===== src/rtl/stream_sram_sched_pkg.sv =====
// -----------------------------------------------------------------------------
// stream_sram_sched_pkg
// Shared types and constants for the stream SRAM scheduler:
//   - sched_state_e : read-burst sequencer states
//   - BURST_LEN_DEF : default number of reads per burst
//   - STALL_CNT_W   : width of the optional write-stall counter
//   - sat_inc       : saturating increment used by the stall counter
// -----------------------------------------------------------------------------
package stream_sram_sched_pkg;

    typedef enum logic [1:0] {
        ST_IDLE  = 2'd0,
        ST_ARM   = 2'd1,
        ST_BURST = 2'd2,
        ST_GAP   = 2'd3
    } sched_state_e;

    localparam int BURST_LEN_DEF = 8;
    localparam int STALL_CNT_W   = 16;

    // Increment that sticks at all-ones instead of wrapping.
    function automatic logic [STALL_CNT_W-1:0] sat_inc(input logic [STALL_CNT_W-1:0] v);
        if (&v) begin
            return v;
        end else begin
            return v + {{(STALL_CNT_W-1){1'b0}}, 1'b1};
        end
    endfunction

endpackage


===== src/rtl/stream_sram_ring.sv =====
// -----------------------------------------------------------------------------
// stream_sram_ring
// Ring-buffer bookkeeping for the SRAM: write/read pointers and the registered
// occupancy flags. Pointers wrap modulo 2^ADDR_WIDTH; one slot is kept unused
// so that FULL and EMPTY are distinguishable.
// Ports:
//   CLK, RESET      clock, synchronous active-high reset
//   wr_inc, rd_inc  grant strobes (never both high)
//   wr_ptr, rd_ptr  current pointers (address of the access granted this cycle)
//   fill            stored words, wr_ptr - rd_ptr modulo
//   full, empty     fill == all ones / fill == 0
// -----------------------------------------------------------------------------
module stream_sram_ring
    import stream_sram_sched_pkg::*;
#(
    parameter int ADDR_WIDTH = 19
) (
    input  logic                  CLK,
    input  logic                  RESET,
    input  logic                  wr_inc,
    input  logic                  rd_inc,
    output logic [ADDR_WIDTH-1:0] wr_ptr,
    output logic [ADDR_WIDTH-1:0] rd_ptr,
    output logic [ADDR_WIDTH-1:0] fill,
    output logic                  full,
    output logic                  empty
);

    logic [ADDR_WIDTH-1:0] wr_ptr_r;
    logic [ADDR_WIDTH-1:0] rd_ptr_r;
    logic [ADDR_WIDTH-1:0] fill_r;
    logic                  full_r;
    logic                  empty_r;
    logic [ADDR_WIDTH-1:0] wr_ptr_nxt_s;
    logic [ADDR_WIDTH-1:0] rd_ptr_nxt_s;
    logic [ADDR_WIDTH-1:0] fill_nxt_s;

    // Next pointer values and the occupancy they imply.
    always_comb begin
        wr_ptr_nxt_s = wr_ptr_r + {{(ADDR_WIDTH-1){1'b0}}, wr_inc};
        rd_ptr_nxt_s = rd_ptr_r + {{(ADDR_WIDTH-1){1'b0}}, rd_inc};
        fill_nxt_s   = wr_ptr_nxt_s - rd_ptr_nxt_s;
    end

    // Pointer and flag registers; flags are derived from next values so they
    // track the pointers with no extra lag.
    always_ff @(posedge CLK) begin
        if (RESET) begin
            wr_ptr_r <= {ADDR_WIDTH{1'b0}};
            rd_ptr_r <= {ADDR_WIDTH{1'b0}};
            fill_r   <= {ADDR_WIDTH{1'b0}};
            full_r   <= 1'b0;
            empty_r  <= 1'b1;
        end else begin
            wr_ptr_r <= wr_ptr_nxt_s;
            rd_ptr_r <= rd_ptr_nxt_s;
            fill_r   <= fill_nxt_s;
            full_r   <= &fill_nxt_s;
            empty_r  <= (fill_nxt_s == {ADDR_WIDTH{1'b0}});
        end
    end

    assign wr_ptr = wr_ptr_r;
    assign rd_ptr = rd_ptr_r;
    assign fill   = fill_r;
    assign full   = full_r;
    assign empty  = empty_r;

endmodule


===== src/rtl/stream_sram_sched.sv =====
// -----------------------------------------------------------------------------
// stream_sram_sched
// Time-shares one single-port SRAM between the CDC-FIFO write side and the
// USB stream read side. Reads come in bursts of up to BURST_LEN words, armed
// by two consecutive STREAM_READY cycles and separated by one GAP cycle; the
// GAP/ARM cycles never read, which bounds write starvation.
// Ports:
//   CLK, RESET                  clock, synchronous active-high reset
//   WR_VALID, WR_DATA, WR_ACK   write source; WR_ACK is a combinational pop
//   RD_COUNT_LOAD, RD_COUNT     load a new read request (overrides any burst)
//   STREAM_READY                sink can take a burst
//   SRAM_WE/RD/ADDR/WDATA       registered access, one cycle after the grant
//   FILL, REMAIN, FULL, EMPTY   registered ring/request status
//   BUSY                        sequencer not in IDLE
// Optional build macro STREAM_SRAM_SCHED_STATS_EN adds STALL_CNT, a saturating
// count of cycles with WR_VALID & !WR_ACK.
// -----------------------------------------------------------------------------
module stream_sram_sched
    import stream_sram_sched_pkg::*;
#(
    parameter int ADDR_WIDTH  = 19,
    parameter int DATA_WIDTH  = 16,
    parameter int COUNT_WIDTH = 24,
    parameter int BURST_LEN   = BURST_LEN_DEF
) (
    input  logic                   CLK,
    input  logic                   RESET,
    input  logic                   WR_VALID,
    input  logic [DATA_WIDTH-1:0]  WR_DATA,
    output logic                   WR_ACK,
    input  logic                   RD_COUNT_LOAD,
    input  logic [COUNT_WIDTH-1:0] RD_COUNT,
    input  logic                   STREAM_READY,
    output logic                   SRAM_WE,
    output logic                   SRAM_RD,
    output logic [ADDR_WIDTH-1:0]  SRAM_ADDR,
    output logic [DATA_WIDTH-1:0]  SRAM_WDATA,
    output logic [ADDR_WIDTH-1:0]  FILL,
    output logic [COUNT_WIDTH-1:0] REMAIN,
    output logic                   FULL,
    output logic                   EMPTY,
`ifdef STREAM_SRAM_SCHED_STATS_EN
    output logic [STALL_CNT_W-1:0] STALL_CNT,
`endif
    output logic                   BUSY
);

    localparam int BCW = $clog2(BURST_LEN) + 1;

    sched_state_e           state_r;
    sched_state_e           state_nxt_s;
    logic                   arm_ok_r;
    logic [COUNT_WIDTH-1:0] remain_r;
    logic [BCW-1:0]         burst_cnt_r;
    logic [BCW-1:0]         burst_cnt_inc_s;
    logic                   burst_last_s;
    logic                   remain_zero_s;
    logic                   remain_one_s;
    logic                   rd_grant_s;
    logic                   wr_grant_s;
    logic                   busy_s;
    logic                   sram_we_r;
    logic                   sram_rd_r;
    logic [ADDR_WIDTH-1:0]  sram_addr_r;
    logic [DATA_WIDTH-1:0]  sram_wdata_r;
    logic [ADDR_WIDTH-1:0]  wr_ptr_s;
    logic [ADDR_WIDTH-1:0]  rd_ptr_s;
    logic [ADDR_WIDTH-1:0]  fill_s;
    logic                   full_s;
    logic                   empty_s;

    stream_sram_ring #(
        .ADDR_WIDTH (ADDR_WIDTH)
    ) u_ring (
        .CLK    (CLK),
        .RESET  (RESET),
        .wr_inc (wr_grant_s),
        .rd_inc (rd_grant_s),
        .wr_ptr (wr_ptr_s),
        .rd_ptr (rd_ptr_s),
        .fill   (fill_s),
        .full   (full_s),
        .empty  (empty_s)
    );

    assign burst_cnt_inc_s = burst_cnt_r + {{(BCW-1){1'b0}}, 1'b1};
    assign burst_last_s    = (burst_cnt_inc_s == BCW'(BURST_LEN));
    assign remain_zero_s   = (remain_r == {COUNT_WIDTH{1'b0}});
    assign remain_one_s    = (remain_r == {{(COUNT_WIDTH-1){1'b0}}, 1'b1});

    // State register.
    always_ff @(posedge CLK) begin
        if (RESET) begin
            state_r <= ST_IDLE;
        end else begin
            state_r <= state_nxt_s;
        end
    end

    // Next-state logic; a request load always restarts from IDLE.
    always_comb begin
        state_nxt_s = state_r;
        if (RD_COUNT_LOAD) begin
            state_nxt_s = ST_IDLE;
        end else begin
            case (state_r)
                ST_IDLE:  state_nxt_s = remain_zero_s ? ST_IDLE : ST_ARM;
                ST_ARM:   state_nxt_s = (STREAM_READY && arm_ok_r) ? ST_BURST : ST_ARM;
                ST_BURST: begin
                    if (rd_grant_s && (burst_last_s || remain_one_s)) begin
                        state_nxt_s = ST_GAP;
                    end else if (remain_zero_s) begin
                        state_nxt_s = ST_GAP;
                    end else begin
                        state_nxt_s = ST_BURST;
                    end
                end
                ST_GAP:   state_nxt_s = remain_zero_s ? ST_IDLE : ST_ARM;
                default:  state_nxt_s = ST_IDLE;
            endcase
        end
    end

    // Grant arbitration: reads win; the load cycle never reads.
    always_comb begin
        rd_grant_s = 1'b0;
        wr_grant_s = 1'b0;
        busy_s     = (state_r != ST_IDLE);
        if ((state_r == ST_BURST) && !empty_s && !remain_zero_s && !RD_COUNT_LOAD) begin
            rd_grant_s = 1'b1;
        end else begin
            rd_grant_s = 1'b0;
        end
        wr_grant_s = WR_VALID && !full_s && !rd_grant_s;
    end

    // Request counter, burst counter and the READY-history flag used by ARM.
    always_ff @(posedge CLK) begin
        if (RESET) begin
            remain_r    <= {COUNT_WIDTH{1'b0}};
            burst_cnt_r <= {BCW{1'b0}};
            arm_ok_r    <= 1'b0;
        end else begin
            if (RD_COUNT_LOAD) begin
                remain_r <= RD_COUNT;
            end else if (rd_grant_s) begin
                remain_r <= remain_r - {{(COUNT_WIDTH-1){1'b0}}, 1'b1};
            end else begin
                remain_r <= remain_r;
            end
            // Counter only runs inside BURST, so entering BURST starts at zero.
            if (state_r != ST_BURST) begin
                burst_cnt_r <= {BCW{1'b0}};
            end else if (rd_grant_s) begin
                burst_cnt_r <= burst_cnt_inc_s;
            end else begin
                burst_cnt_r <= burst_cnt_r;
            end
            arm_ok_r <= (state_r == ST_ARM) && STREAM_READY;
        end
    end

    // SRAM access register stage: strobe, address and data one cycle after grant.
    always_ff @(posedge CLK) begin
        if (RESET) begin
            sram_we_r    <= 1'b0;
            sram_rd_r    <= 1'b0;
            sram_addr_r  <= {ADDR_WIDTH{1'b0}};
            sram_wdata_r <= {DATA_WIDTH{1'b0}};
        end else begin
            sram_we_r <= wr_grant_s;
            sram_rd_r <= rd_grant_s;
            if (rd_grant_s) begin
                sram_addr_r <= rd_ptr_s;
            end else if (wr_grant_s) begin
                sram_addr_r  <= wr_ptr_s;
                sram_wdata_r <= WR_DATA;
            end else begin
                sram_addr_r <= sram_addr_r;
            end
        end
    end

`ifdef STREAM_SRAM_SCHED_STATS_EN
    logic [STALL_CNT_W-1:0] stall_cnt_r;

    // Saturating count of cycles where the source offered a word but was refused.
    always_ff @(posedge CLK) begin
        if (RESET) begin
            stall_cnt_r <= {STALL_CNT_W{1'b0}};
        end else if (WR_VALID && !wr_grant_s) begin
            stall_cnt_r <= sat_inc(stall_cnt_r);
        end else begin
            stall_cnt_r <= stall_cnt_r;
        end
    end

    assign STALL_CNT = stall_cnt_r;
`endif

    assign WR_ACK     = wr_grant_s;
    assign SRAM_WE    = sram_we_r;
    assign SRAM_RD    = sram_rd_r;
    assign SRAM_ADDR  = sram_addr_r;
    assign SRAM_WDATA = sram_wdata_r;
    assign FILL       = fill_s;
    assign REMAIN     = remain_r;
    assign FULL       = full_s;
    assign EMPTY      = empty_s;
    assign BUSY       = busy_s;

endmodule


===== config.mk =====
export PLATFORM = sky130hd
export DESIGN_NAME = stream_sram_sched
export DESIGN_NICKNAME = d
export VERILOG_FILES = /design/src/rtl/stream_sram_sched_pkg.sv /design/src/rtl/stream_sram_ring.sv /design/src/rtl/stream_sram_sched.sv
export SDC_FILE = /design/constraint.sdc
export NUM_CORES = 1
export LEC_CHECK = 0
export ABC_CLOCK_PERIOD_IN_PS = 8039
export CORE_MARGIN = 2
export CORE_UTILIZATION = 25
export DETAILED_ROUTE_END_ITERATION = 16
export GPL_ROUTABILITY_DRIVEN = 0
export MAX_ROUTING_LAYER = met4
export PLACE_DENSITY = 0.54
export RECOVER_POWER = 25
export SYNTH_ARGS = -nofsm -noshare
export SYNTH_HDL_FRONTEND = slang
export SYNTH_SLANG_ARGS = --single-unit

===== constraint.sdc =====
create_clock -name CLK -period 8.04 [get_ports CLK]
set_input_delay 1.206 -clock CLK [delete_from_list [all_inputs] [get_ports CLK]]
set_output_delay 1.206 -clock CLK [all_outputs]
set_load 0.01 [all_outputs]

# After elaboration in Yosys (flattened, before gate mapping)
# Cells that the tools add are included.
# word_totals
reg_bits	127
input_bits	45
out_inout_bits	84
wordCells	60
# op_classes
add_sub_neg	5
n_eq_ne	6
n_mux	10
bitwise_logic	1
reduce_logical	25
# ops
op	count
24-bit two-way mux	2
19-bit by 1-bit adder with 19-bit output	2
19-bit two-way mux	2
24-bit by 1-bit == test with 1-bit output, second input constant	1
24-bit zero test	1
24-bit by 1-bit subtractor with 24-bit output, second input constant	1
19-bit zero test	1
19-bit AND reduction	1
19-bit subtractor	1
1-bit logical AND	8
2-bit case mux with 3 select lines	1
2-bit nonzero test	3
2-bit OR reduction	3
1-bit zero test	5
4-bit by 1-bit adder with 4-bit output, second input constant	1
2-bit == test, second input constant	2
4-bit == test, second input constant	1
1-bit two-way mux	4
2-bit by 1-bit == test with 1-bit output, second input constant	1
2-bit zero test	1
2-bit two-way mux	1
2-bit inequality test, second input constant	1
2-bit AND reduction	1
1-bit logical OR	1
1-bit inverter	1

# Depth between registers and ports, before layout
# Gate-level depths: netlist (run 1).
# depth
ltp_word	10
ltp_mapped	23
ltp_nobuf	21

# Hierarchy
# From an unflattened synthesis (run 1), not the netlist that was laid out.
# hier_totals
cells_unflattened	745
area_unflattened_um2	6551.3
# modules_own_cells
mod	n_inst	cells_each	area_each_um2
stream_sram_sched	1	391	3390.8
stream_sram_ring	1	354	3160.5

# Worst setup path before layout (run 1)
# Ideal clock, no wire load.
# synth_path
kind	register -> register
from	reg remain_r[8] (netlist: REMAIN[8])
to	reg u_ring.full_r (netlist: u_ring.full)
setup_ns	0.088
arrival_time_ns	5.038
slack_ns	2.914
path_stages_with_launch	24
path_buffers	2
period_less_slack_ns	5.126
path_cell_list	dfxtp_1 or4_1 nor4_2 nand4_1 o21ai_2 o21ai_2 inv_2 buf_2 ha_1 ha_1 and3_1 nand2_1 xnor2_1 ha_1 clkbuf_1 a21o_1 a21o_1 a21o_1 a21oi_1 a21oi_1 o21a_1 xnor2_1 or3_1 nor4_2
# synth_via
elab_chain_cells	10
# synth_lines
item	line_no	source
start: declaration	stream_sram_sched.sv:53	logic [COUNT_WIDTH-1:0] remain_r;
start signal: assignment	stream_sram_sched.sv:140	remain_r <= {COUNT_WIDTH{1'b0}};
start signal: assignment	stream_sram_sched.sv:147	remain_r <= remain_r - {{(COUNT_WIDTH-1){1'b0}}, 1'b1};
start signal: assignment	stream_sram_sched.sv:149	remain_r <= remain_r;
24-bit zero test	stream_sram_sched.sv:88	assign remain_zero_s = (remain_r == {COUNT_WIDTH{1'b0}});
1-bit zero test	stream_sram_sched.sv:129	if ((state_r == ST_BURST) && !empty_s && !remain_zero_s && !RD_COUNT_LOAD) begin
1-bit logical AND (2 in series)	stream_sram_sched.sv:129	
1-bit two-way mux	stream_sram_sched.sv:129	
1-bit zero test	stream_sram_sched.sv:134	wr_grant_s = WR_VALID && !full_s && !rd_grant_s;
1-bit logical AND	stream_sram_sched.sv:134	
named net WR_ACK	stream_sram_sched.sv:30	output logic WR_ACK,
19-bit by 1-bit adder with 19-bit output	stream_sram_ring.sv:40	wr_ptr_nxt_s = wr_ptr_r + {{(ADDR_WIDTH-1){1'b0}}, wr_inc};
named net u_ring.wr_ptr_nxt_s[8]	stream_sram_ring.sv:34	logic [ADDR_WIDTH-1:0] wr_ptr_nxt_s;
19-bit subtractor	stream_sram_ring.sv:42	fill_nxt_s = wr_ptr_nxt_s - rd_ptr_nxt_s;
19-bit AND reduction	stream_sram_ring.sv:58	full_r <= &fill_nxt_s;
end signal: assignment	stream_sram_ring.sv:58	
end: declaration	stream_sram_ring.sv:32	logic full_r;
# The timed path passes the listed nets, and every way through them passes these cells.
# A chain may end at the register's enable or synchronous reset.

# Worst setup path after layout (run 1)
# layout_path
from	reg remain_r[16] (netlist: REMAIN[16])
to	reg u_ring.empty_r (netlist: u_ring.empty)
# layout_via
elab_chain_cells	10
# layout_lines
item	line_no	source
24-bit zero test	stream_sram_sched.sv:88	
1-bit zero test	stream_sram_sched.sv:129	
1-bit logical AND (2 in series)	stream_sram_sched.sv:129	
1-bit two-way mux	stream_sram_sched.sv:129	
1-bit zero test	stream_sram_sched.sv:134	
1-bit logical AND	stream_sram_sched.sv:134	
19-bit by 1-bit adder with 19-bit output	stream_sram_ring.sv:40	
named net u_ring.wr_ptr_nxt_s[8]	stream_sram_ring.sv:34	
19-bit subtractor	stream_sram_ring.sv:42	
19-bit zero test	stream_sram_ring.sv:59	empty_r <= (fill_nxt_s == {ADDR_WIDTH{1'b0}});
end signal: assignment	stream_sram_ring.sv:59	
end: declaration	stream_sram_ring.sv:33	logic empty_r;
# The timed path passes the listed nets, and every way through them passes these cells.

==> flow_summary.json, run 1 <==
{
  "synthesis.nets": 830,
  "rows": 58,
  "grt_usage_pct": 13.9,
  "fin_crit_ns": 6.19,
  "wl_per_cell_um": 14.4,
  "ys_seq_elements": 127,
  "synthTopCellsByCount": "nor2_1, dfxtp_1, a21oi_1",
  "clkTransAtPathRegs_ns": 0.06,
  "cts_tree": "built",
  "place_hpwl_um": 12800,
  "num_vias": 5512,
  "timing.rr.end": "u_ring.empty$_SDFF_PP1_",
  "drive_above_1_share_pct": 5.86,
  "clock-root-buffer": "clkbuf_16",
  "final_nets": 950,
  "overflow": 0,
  "synthTopCellsByArea": "dfxtp_1, nor2_1, ha_1",
  "critPathLaunchType": "flop",
  "slowest_delay_ns": 0.62,
  "path_cells": "or4_1, nor4_1, nand4_1, o21ai_2, o21ai_2, inv_2, ha_1, ha_1, and3_1, nand2_1, xnor2_1, ha_1, a21o_1, a21o_1, a21o_1, a21oi_1, a21oi_1, nor3_2, xor2_1, nand2_1, o41ai_2",
  "powerDensity_mw_per_mm2": 185,
  "worstHoldStart": "SRAM_WDATA[0]$_SDFFE_PP0P_",
  "worstPathArrival_ns": 6.50,
  "synth-seq-area-share_pct": 40.1,
  "start_util_pct": 25.3,
  "fill_cells": 2610,
  "drt-total-wl_um": 17600,
  "cts_buffer_depth": 2,
  "r2r-start": "REMAIN[16]$_SDFFE_PP0P_",
  "hold_class": "flop to flop",
  "cts_resized": 0,
  "holdPathEnd": "SRAM_WDATA[0]$_SDFFE_PP0P_",
  "drc": 0,
  "cts.hold.buffers_added": 0,
  "final_hold_viol_count": 0,
  "htreeDepth": 4,
  "viasPerCell": 4.53,
  "cp-end-kind": "flop",
  "postSynth.asyncResetShare_pct": 0,
  "cts_setup_buffers": 0,
  "antenna_found_initial": 0,
  "criticalPathCategory": "flop to flop",
  "numCtsBuffers": 17,
  "diodes": 0,
  "drtIter0Drc": 362,
  "grt_first_pass_wirelength_um": 28300,
  "ant_nets": 0,
  "crit_fanout": 19,
  "ys.flop_type": "dfxtp_1",
  "core-area_mm2": 0.0250,
  "drv_cap": 1,
  "synth_top_area_cell": "dfxtp_1",
  "fin_skew_ns": 0.0101,
  "holdWs_ns": 0.451,
  "violations": "capacitance limit, slew limit",
  "die_area_mm2": 0.0267,
  "min_period_over_period_pct": 77.0,
  "dr.pass1.iters": 4,
  "grt_start_max_net_pins": 104,
  "ir_drop_mv": 0.121,
  "cp.required_ns": 8.35,
  "fmax_mhz": 162,
  "min_path_cells": 2,
  "area_growth_pct": 34.0,
  "synth_cells": 754,
  "yosysWarnings": 0,
  "grt_pass1_vias": 5402,
  "finalSetupViolations": 0,
  "io_pins": 129,
  "slowest_stage": "or4_1",
  "syn_area_mm2": 0.00634,
  "yosysUniqueCellTypes": 56,
  "cts_num_sinks": 127,
  "synth_edf_count": 0,
  "slew-limit-headroom_pct": -218,
  "rsz0062_at_grt": "no",
  "crit_family": "simple AND/OR/NAND/NOR gates",
  "slew_violations": 104,
  "reg2reg_depth": 21,
  "setup_tns_ns": 0,
  "die_h_um": 163,
  "status": "complete, but fails checks",
  "die_x_um": 163,
  "syn_area_per_cell_um2": 8.41,
  "port_buffers": 128,
  "worst_pin_slew_ns": 4.77,
  "insertion_delay_ns": 0.41,
  "yosysTopAreaCellShare_pct": 40.1,
  "synth_most_common_cell": "nor2_1",
  "r2r_slack_ns": 1.85,
  "cp_num_buf_inv": 1,
  "p_leak_nw": 3.41
}
area by class of cell:
class	instances	area, µm²	area share [%]
sequential	127	2540	29.9
inverter	20	75.1	0.883
tap	330	413	4.86
clock buffer	21	440	5.18
clock inverter	11	116	1.37
multi-input combinational	576	3620	42.6
timing repair buffer	132	1300	15.2
metrics by stage:
stage	instance area (µm²)	setup WS [ns]	instances	total power [W]	util, %
2_1_floorplan	6340	2.91	754	0.000769	-
3_3_place_gp	7950	2.01	1185	0.000854	31.8
3_5_place_dp	7950	1.96	1185	0.000853	31.8
4_1_cts	8510	1.81	1217	0.00160	34.0
5_1_grt	8500	1.31	1217	0.00165	34.0
6_report	8500	1.85	1217	0.00157	34.0
cells by family (layout without fill, tap and decap cells):
group / count (synthesis) / after routing / share of synthesized area, %
xor gates and xnor gates: 68 / 68 / 9.39
buffers and inverters: 51 / 184 / 3.04
muxes: 23 / 23 / 3.63
DFF: 127 / 127 / 40.1
AOI/OAI and AO/OA: 131 / 131 / 13.3
adders and majority gates: 31 / 31 / 6.23
and+or+nand+nor: 323 / 323 / 24.3
layer usage:
metal | track usage (%) | part of all wire [%] | up-vias
met4 | 3.50 | 0.85 | 0
met5 | - | 0 | -
met3 | 3.28 | 5.3 | 6
met1 | 17.9 | 48 | 2543
met2 | 21.8 | 46 | 122
li1 | - | - | 2841
power by group:
part           total, W  switching [W]  leakage (nW)  internal (W)
Clock          0.000740       0.000285         0.267      0.000454
Combinational  0.000171      0.0000865          2.11     0.0000841
Sequential     0.000664      0.0000145          1.03      0.000650
registers in the layout, indices dropped and copies added, names as in the netlist:
register / cells
REMAIN: 24
SRAM_ADDR: 19
SRAM_RD: 1
SRAM_WDATA: 16
SRAM_WE: 1
arm_ok_r: 1
burst_cnt_r: 4
state_r: 2
u_ring.empty: 1
u_ring.fill: 19
u_ring.full: 1
u_ring.rd_ptr: 19
u_ring.wr_ptr: 19
worst reg2reg max path, stage by stage, from the launching register on:
cell     delay [ns]
dfxtp_1        0.37
or4_1          0.62
nor4_1         0.44
nand4_1        0.35
o21ai_2        0.47
o21ai_2        0.31
inv_2          0.37
ha_1           0.21
ha_1           0.20
and3_1         0.29
nand2_1        0.10
xnor2_1        0.22
ha_1           0.36
a21o_1         0.22
a21o_1         0.17
a21o_1         0.18
a21oi_1        0.14
a21oi_1        0.12
nor3_2         0.19
xor2_1         0.34
nand2_1        0.11
o41ai_2        0.32
cell usage in the layout, fill, tap and decap left out, drive strengths merged, types with 23 or more instances in the layout:
cell	synthesis	final
nor2	138	138
a21oi	68	68
clkbuf	28	23
nand2	64	64
xor2	26	26
ha	30	30
mux2i	23	23
xnor2	42	42
dfxtp	127	127
clkdlybuf4s50	0	76
dlygate4sd3	0	50
worst max-delay path by stage:
stage	start	endpoint	slack [ns]	cells after the start
after floorplan	REMAIN[8]$_SDFFE_PP0P_	u_ring.full$_SDFF_PP0_	2.91	23
after CTS	REMAIN[16]$_SDFFE_PP0P_	u_ring.empty$_SDFF_PP1_	1.81	21
after global placement	WR_VALID	u_ring.empty$_SDFF_PP1_	2.01	20
after global routing	REMAIN[16]$_SDFFE_PP0P_	u_ring.full$_SDFF_PP0_	1.31	20
final	REMAIN[16]$_SDFFE_PP0P_	u_ring.empty$_SDFF_PP1_	1.85	21
after detailed placement	WR_VALID	u_ring.empty$_SDFF_PP1_	1.96	20
No activity file was read; power rests on OpenSTA's default activity.
==> run 2: changes to the inputs <==
- ABC_CLOCK_PERIOD_IN_PS: 8039 -> 5310
- PLACE_DENSITY: 0.54 -> 0.55
- clock period: 8.04 -> 5.31 ns (I/O delays scaled with it)
==> flow_summary.json, run 2 (synthesized netlist as in run 1, its figures left out) <==
{
  "cts.hold.buffers_added": 0,
  "cp.required_ns": 5.64,
  "clkTransAtPathRegs_ns": 0.06,
  "core-area_mm2": 0.0250,
  "rows": 58,
  "clock-root-buffer": "clkbuf_16",
  "cts_buffer_depth": 2,
  "worstPathArrival_ns": 5.25,
  "num_vias": 5538,
  "final_cell_mix": "nor2_1, dfxtp_1, clkdlybuf4s50_1",
  "ir_drop_mv": 0.159,
  "dp_cells": 1195,
  "antenna_found_initial": 0,
  "final_common_cell": "nor2_1",
  "die_h_um": 163,
  "cts_tree": "built",
  "fin_crit_ns": 4.92,
  "drt-total-wl_um": 18200,
  "crit_fanout": 7,
  "die_area_mm2": 0.0267,
  "numCtsBuffers": 17,
  "htreeDepth": 4,
  "drc": 0,
  "insertion_delay_ns": 0.43,
  "drtIter0Drc": 401,
  "violations": "capacitance limit, slew limit",
  "diodes": 0,
  "io_pins": 129,
  "viasPerCell": 4.52,
  "wl_per_cell_um": 14.9,
  "status": "complete, but fails checks",
  "slew-limit-headroom_pct": -28.2,
  "cp-end-kind": "flop",
  "start_util_pct": 25.3,
  "grt_pass1_vias": 5487,
  "fill_cells": 2615,
  "drive_above_1_share_pct": 7.70,
  "grt_first_pass_wirelength_um": 29200,
  "largest_reg_flops": 24,
  "final_hold_viol_count": 0,
  "grt_start_max_net_pins": 92,
  "min_period_over_period_pct": 92.6,
  "hold_class": "flop to flop",
  "overflow": 0,
  "criticalPathCategory": "flop to flop",
  "port_buffers": 128,
  "die_x_um": 163,
  "drv_cap": 1,
  "setup_ws_ns": 0.394,
  "powerDensity_mw_per_mm2": 282,
  "fin_cells": 1226,
  "fin_skew_ns": 0.00999,
  "place_hpwl_um": 13100,
  "ant_nets": 0,
  "critPathLaunchType": "flop",
  "area_growth_pct": 36.2,
  "regArea_mm2": 0.00254,
  "cts_num_sinks": 127,
  "worst_pin_slew_ns": 1.92,
  "finalSetupViolations": 0,
  "fmax_mhz": 203,
  "dr.pass1.iters": 4,
  "slew_violations": 92,
  "multi_input_area_mm2": 0.00366,
  "grt_usage_pct": 14.4,
  "p_leak_nw": 3.48,
  "final_nets": 960,
  "post-place-ws_ns": 0.258
}
run 2: cell count changes in the layout (fill, tap and decap cells not counted):
cell      previous run  this run
buf_4                3        13
clkbuf_1             6         1
inv_6                1         3
nor4_4               1         3
clkbuf_2             0         1
clkbuf_8             0         1
clkinv_2             5         4
clkinv_4             0         1
nor4_1              11        10
nor4_2               2         1
o21ai_1              4         3
o21ai_4              0         1
xor2_1              26        25
xor2_2               0         1
run 2: stage by stage:
stage          hold slack (ns)  utilization, %  cell area, µm²  TNS (ns)  power, W
6_report                 0.449            34.5            8640         0   0.00244
5_1_grt                  0.465            34.5            8640   -0.0347   0.00254
4_1_cts                  0.456            34.4            8600         0   0.00247
3_5_place_dp             0.448            32.1            8030         0   0.00130
3_3_place_gp             0.442            32.1            8030         0   0.00130
2_1_floorplan            0.458               -            6340         0   0.00116
run 2: layer usage:
metal	track usage, %	vias up	share of wire, %
met2	22.5	140	45
met4	3.38	0	0.86
met1	18.6	2529	48
li1	-	2855	-
met3	3.86	14	6.5
met5	-	-	0
run 2: final cells by class:
type                       instances  share of cell area, %
clock buffer                      18                   5.08
clock inverter                    13                   1.59
inverter                          20                  0.869
multi-input combinational        576                   42.4
sequential                       127                   29.4
tap                              330                   4.78
timing repair buffer             142                   15.9
run 2: timing repair:
item	4_1_cts	5_1_grt
endpoints found under the setup margin	0	3
resized for setup	0	6
setup buffers	0	0
hold endpoints to repair	0	0
run 2: power breakdown:
group	internal (W)	total [W]	switching [W]
sequential	0.000984	0.00101	0.0000223
combinational	0.000131	0.000267	0.000137
clock	0.000701	0.00116	0.000461
total	0.00182	0.00244	0.000620
run 2: path summary, 6_finish.rpt:
kind / end / startpoint / cells after the start / slack (ns)
min reg2reg: SRAM_WDATA[7]$_SDFFE_PP0P_ / SRAM_WDATA[7]$_SDFFE_PP0P_ / 2 / 0.45
min: SRAM_WDATA[7]$_SDFFE_PP0P_ / SRAM_WDATA[7]$_SDFFE_PP0P_ / 2 / 0.45
max reg2reg: u_ring.full$_SDFF_PP0_ / REMAIN[2]$_SDFFE_PP0P_ / 21 / 0.39
max: u_ring.full$_SDFF_PP0_ / REMAIN[2]$_SDFFE_PP0P_ / 21 / 0.39
run 2: worst max-delay path: stages, from the launching register on:
cell and delay, ns:
dfxtp_1 0.35, or4_1 0.60, nor4_1 0.25, nand4_1 0.23, o21ai_4 0.25, o21ai_2 0.09, inv_2 0.07, ha_1 0.15
ha_1 0.21, and3_1 0.28, nand2_1 0.09, xnor2_1 0.19, ha_1 0.34, a21o_1 0.22, a21o_1 0.17, a21o_1 0.18
a21oi_1 0.13, a21oi_1 0.12, o21a_1 0.21, xnor2_1 0.14, or3_1 0.39, nor4_2 0.15
==> run 3: changes to the inputs <==
- PLACE_DENSITY: 0.55 -> 0.54
==> flow_summary.json, run 3 (synthesized netlist as in run 1, its figures left out) <==
{
  "dr.pass1.iters": 4,
  "rows": 58,
  "die_area_mm2": 0.0267,
  "fill_cells": 2577,
  "diodes": 0,
  "holdWs_ns": 0.451,
  "critical_path.most_common_cell": "ha_1",
  "ant_nets": 0,
  "slew_violations": 90,
  "slew-limit-headroom_pct": -24.8,
  "min_path_cells": 2,
  "final_core_util_pct": 35.0,
  "finalSetupViolations": 0,
  "reg2reg_depth": 20,
  "place_hpwl_um": 13400,
  "power.share.switching_pct": 23.2,
  "dp_cells": 1193,
  "die_h_um": 163,
  "htreeDepth": 4,
  "final_nets": 961,
  "slowest_delay_ns": 0.61,
  "final_common_cell": "nor2_1",
  "final_hold_viol_count": 0,
  "cts.hold.buffers_added": 0,
  "start_util_pct": 25.3,
  "drc": 0,
  "r2r_slack_ns": 0.32,
  "grt_pass1_vias": 5349,
  "grt_usage_pct": 14.1,
  "p_comb_share_pct": 10.3,
  "wl_per_cell_um": 14.8,
  "slowest_stage": "or4_1",
  "drv_cap": 1,
  "power_switching_w": 0.000605,
  "drt-total-wl_um": 18200,
  "cts_tree": "built",
  "final_cell_mix": "nor2_1, dfxtp_1, clkdlybuf4s50_1",
  "insertion_delay_ns": 0.41,
  "largest_reg_flops": 24,
  "fmax_mhz": 200,
  "crit_fanout": 5,
  "clock-root-buffer": "clkbuf_16",
  "timing.rr.end": "u_ring.full$_SDFF_PP0_",
  "worstHoldStart": "SRAM_WDATA[12]$_SDFFE_PP0P_",
  "cp-end-kind": "flop",
  "fin_crit_ns": 4.99,
  "fin_cells": 1228,
  "drive_above_1_share_pct": 8.57,
  "critPathLaunchType": "flop",
  "power_w": 0.00261,
  "cp.required_ns": 5.64,
  "io_pins": 129,
  "p_seq_share_pct": 38.5,
  "criticalPathCategory": "flop to flop",
  "viasPerCell": 4.54,
  "clkTransAtPathRegs_ns": 0.06,
  "num_vias": 5573,
  "drtIter0Drc": 355,
  "holdPathEnd": "SRAM_WDATA[12]$_SDFFE_PP0P_",
  "overflow": 0,
  "power_frac_clock_pct": 51.1,
  "min_period_over_period_pct": 94.0,
  "fin_skew_ns": 0.0129,
  "numCtsBuffers": 17,
  "cts_buffer_depth": 2,
  "die_x_um": 163,
  "grt_start_max_net_pins": 90,
  "cts_num_sinks": 127,
  "worstPathArrival_ns": 5.32,
  "status": "complete, but fails checks",
  "multi_input_area_mm2": 0.00368,
  "p_int_w": 0.00201,
  "p_leak_nw": 3.54,
  "path_cells": "or4_1, nor4_2, nand4_1, o21ai_4, buf_4, nor2_4, ha_1, ha_1, nand3_2, nor2_1, and3_1, nand2_1, xor2_1, ha_1, nor2b_1, or4_1, o21a_1, xnor2_2, or3_1, nor4_2",
  "grt_first_pass_wirelength_um": 28400,
  "core-area_mm2": 0.0250,
  "violations": "capacitance limit, slew limit",
  "ir_drop_mv": 0.184,
  "regArea_mm2": 0.00254,
  "area_growth_pct": 38.2,
  "antenna_found_initial": 0,
  "worst_pin_slew_ns": 1.87,
  "port_buffers": 128,
  "powerDensity_mw_per_mm2": 298,
  "r2r-start": "REMAIN[2]$_SDFFE_PP0P_",
  "hold_class": "flop to flop"
}
## run 3: changes by cell type in the layout (fill, tap and decap cells not counted), moves of 2 or more
cell       previous run  this run
clkbuf_8              1         4
nor4_2                1         3
bufinv_16             2         5
clkinv_2              4         0
## run 3: timing repair
action | 4_1_cts | 5_1_grt
endpoints found under the setup margin | 0 | 4
buffers inserted | 0 | 3
gates resized for setup | 0 | 11
## run 3: critical path: cells and delay by family (launching register included)
| family | cells | cell delay (ns) |
|---|---|---|
| buffers and inverters | 1 | 0.15 |
| adder cells (fa/ha/maj) | 3 | 0.79 |
| XOR/XNOR | 2 | 0.40 |
| AND/OR/NAND/NOR | 12 | 2.74 |
| flip-flops | 1 | 0.35 |
| AO/OA/AOI/OAI | 2 | 0.47 |
## run 3: metrics by stage
stage / setup TNS (ns) / instance area, µm² / setup WS (ns)
global route: -0.00656 / 8770 / -0.00656
finish: 0 / 8770 / 0.321
CTS: 0 / 8690 / 0.101
global placement: 0 / 8010 / 0.264
detailed placement: 0 / 8010 / 0.192
floorplan: 0 / 6340 / 0.184
## run 3: cell type report
| class | count | area share, % |
|---|---|---|
| repair buffers | 143 | 15.7 |
| well taps | 330 | 4.71 |
| inverters | 20 | 0.856 |
| clock inverters | 11 | 2.28 |
| flip-flops and latches | 127 | 29.0 |
| clock buffers | 21 | 5.48 |
| multi-input cells | 576 | 41.9 |
## run 3: how the worst max path moves through the flow
stage / startpoint / endpoint / slack [ns] / cells after the start
3_3_place_gp: REMAIN[2]$_SDFFE_PP0P_ / u_ring.empty$_SDFF_PP1_ / 0.26 / 21
4_1_cts: REMAIN[2]$_SDFFE_PP0P_ / u_ring.empty$_SDFF_PP1_ / 0.10 / 21
6_report: REMAIN[2]$_SDFFE_PP0P_ / u_ring.full$_SDFF_PP0_ / 0.32 / 20
2_1_floorplan: REMAIN[8]$_SDFFE_PP0P_ / u_ring.full$_SDFF_PP0_ / 0.18 / 23
3_5_place_dp: REMAIN[2]$_SDFFE_PP0P_ / u_ring.empty$_SDFF_PP1_ / 0.19 / 21
5_1_grt: REMAIN[2]$_SDFFE_PP0P_ / u_ring.empty$_SDFF_PP1_ / -0.007 / 21
## run 3: power by group through the flow
| stage | Combinational, W | Sequential (W) | Clock (W) |
|---|---|---|---|
| after floorplan | 0.000128 | 0.00104 | 0 |
| after detailed placement | 0.000271 | 0.00103 | 0 |
| after global routing | 0.000296 | 0.00101 | 0.00141 |
| final | 0.000270 | 0.00101 | 0.00134 |
| after CTS | 0.000274 | 0.00101 | 0.00137 |
| after global placement | 0.000273 | 0.00103 | 0 |
## run 3: metal layers
metal / GRT usage (%) / vias to the layer above / wire [µm]
met3: 3.05 / 7 / 842
met2: 22.1 / 115 / 8370
met1: 18.0 / 2597 / 8870
met4: 4.42 / 0 / 138
met5: - / - / 0
li1: - / 2854 / -
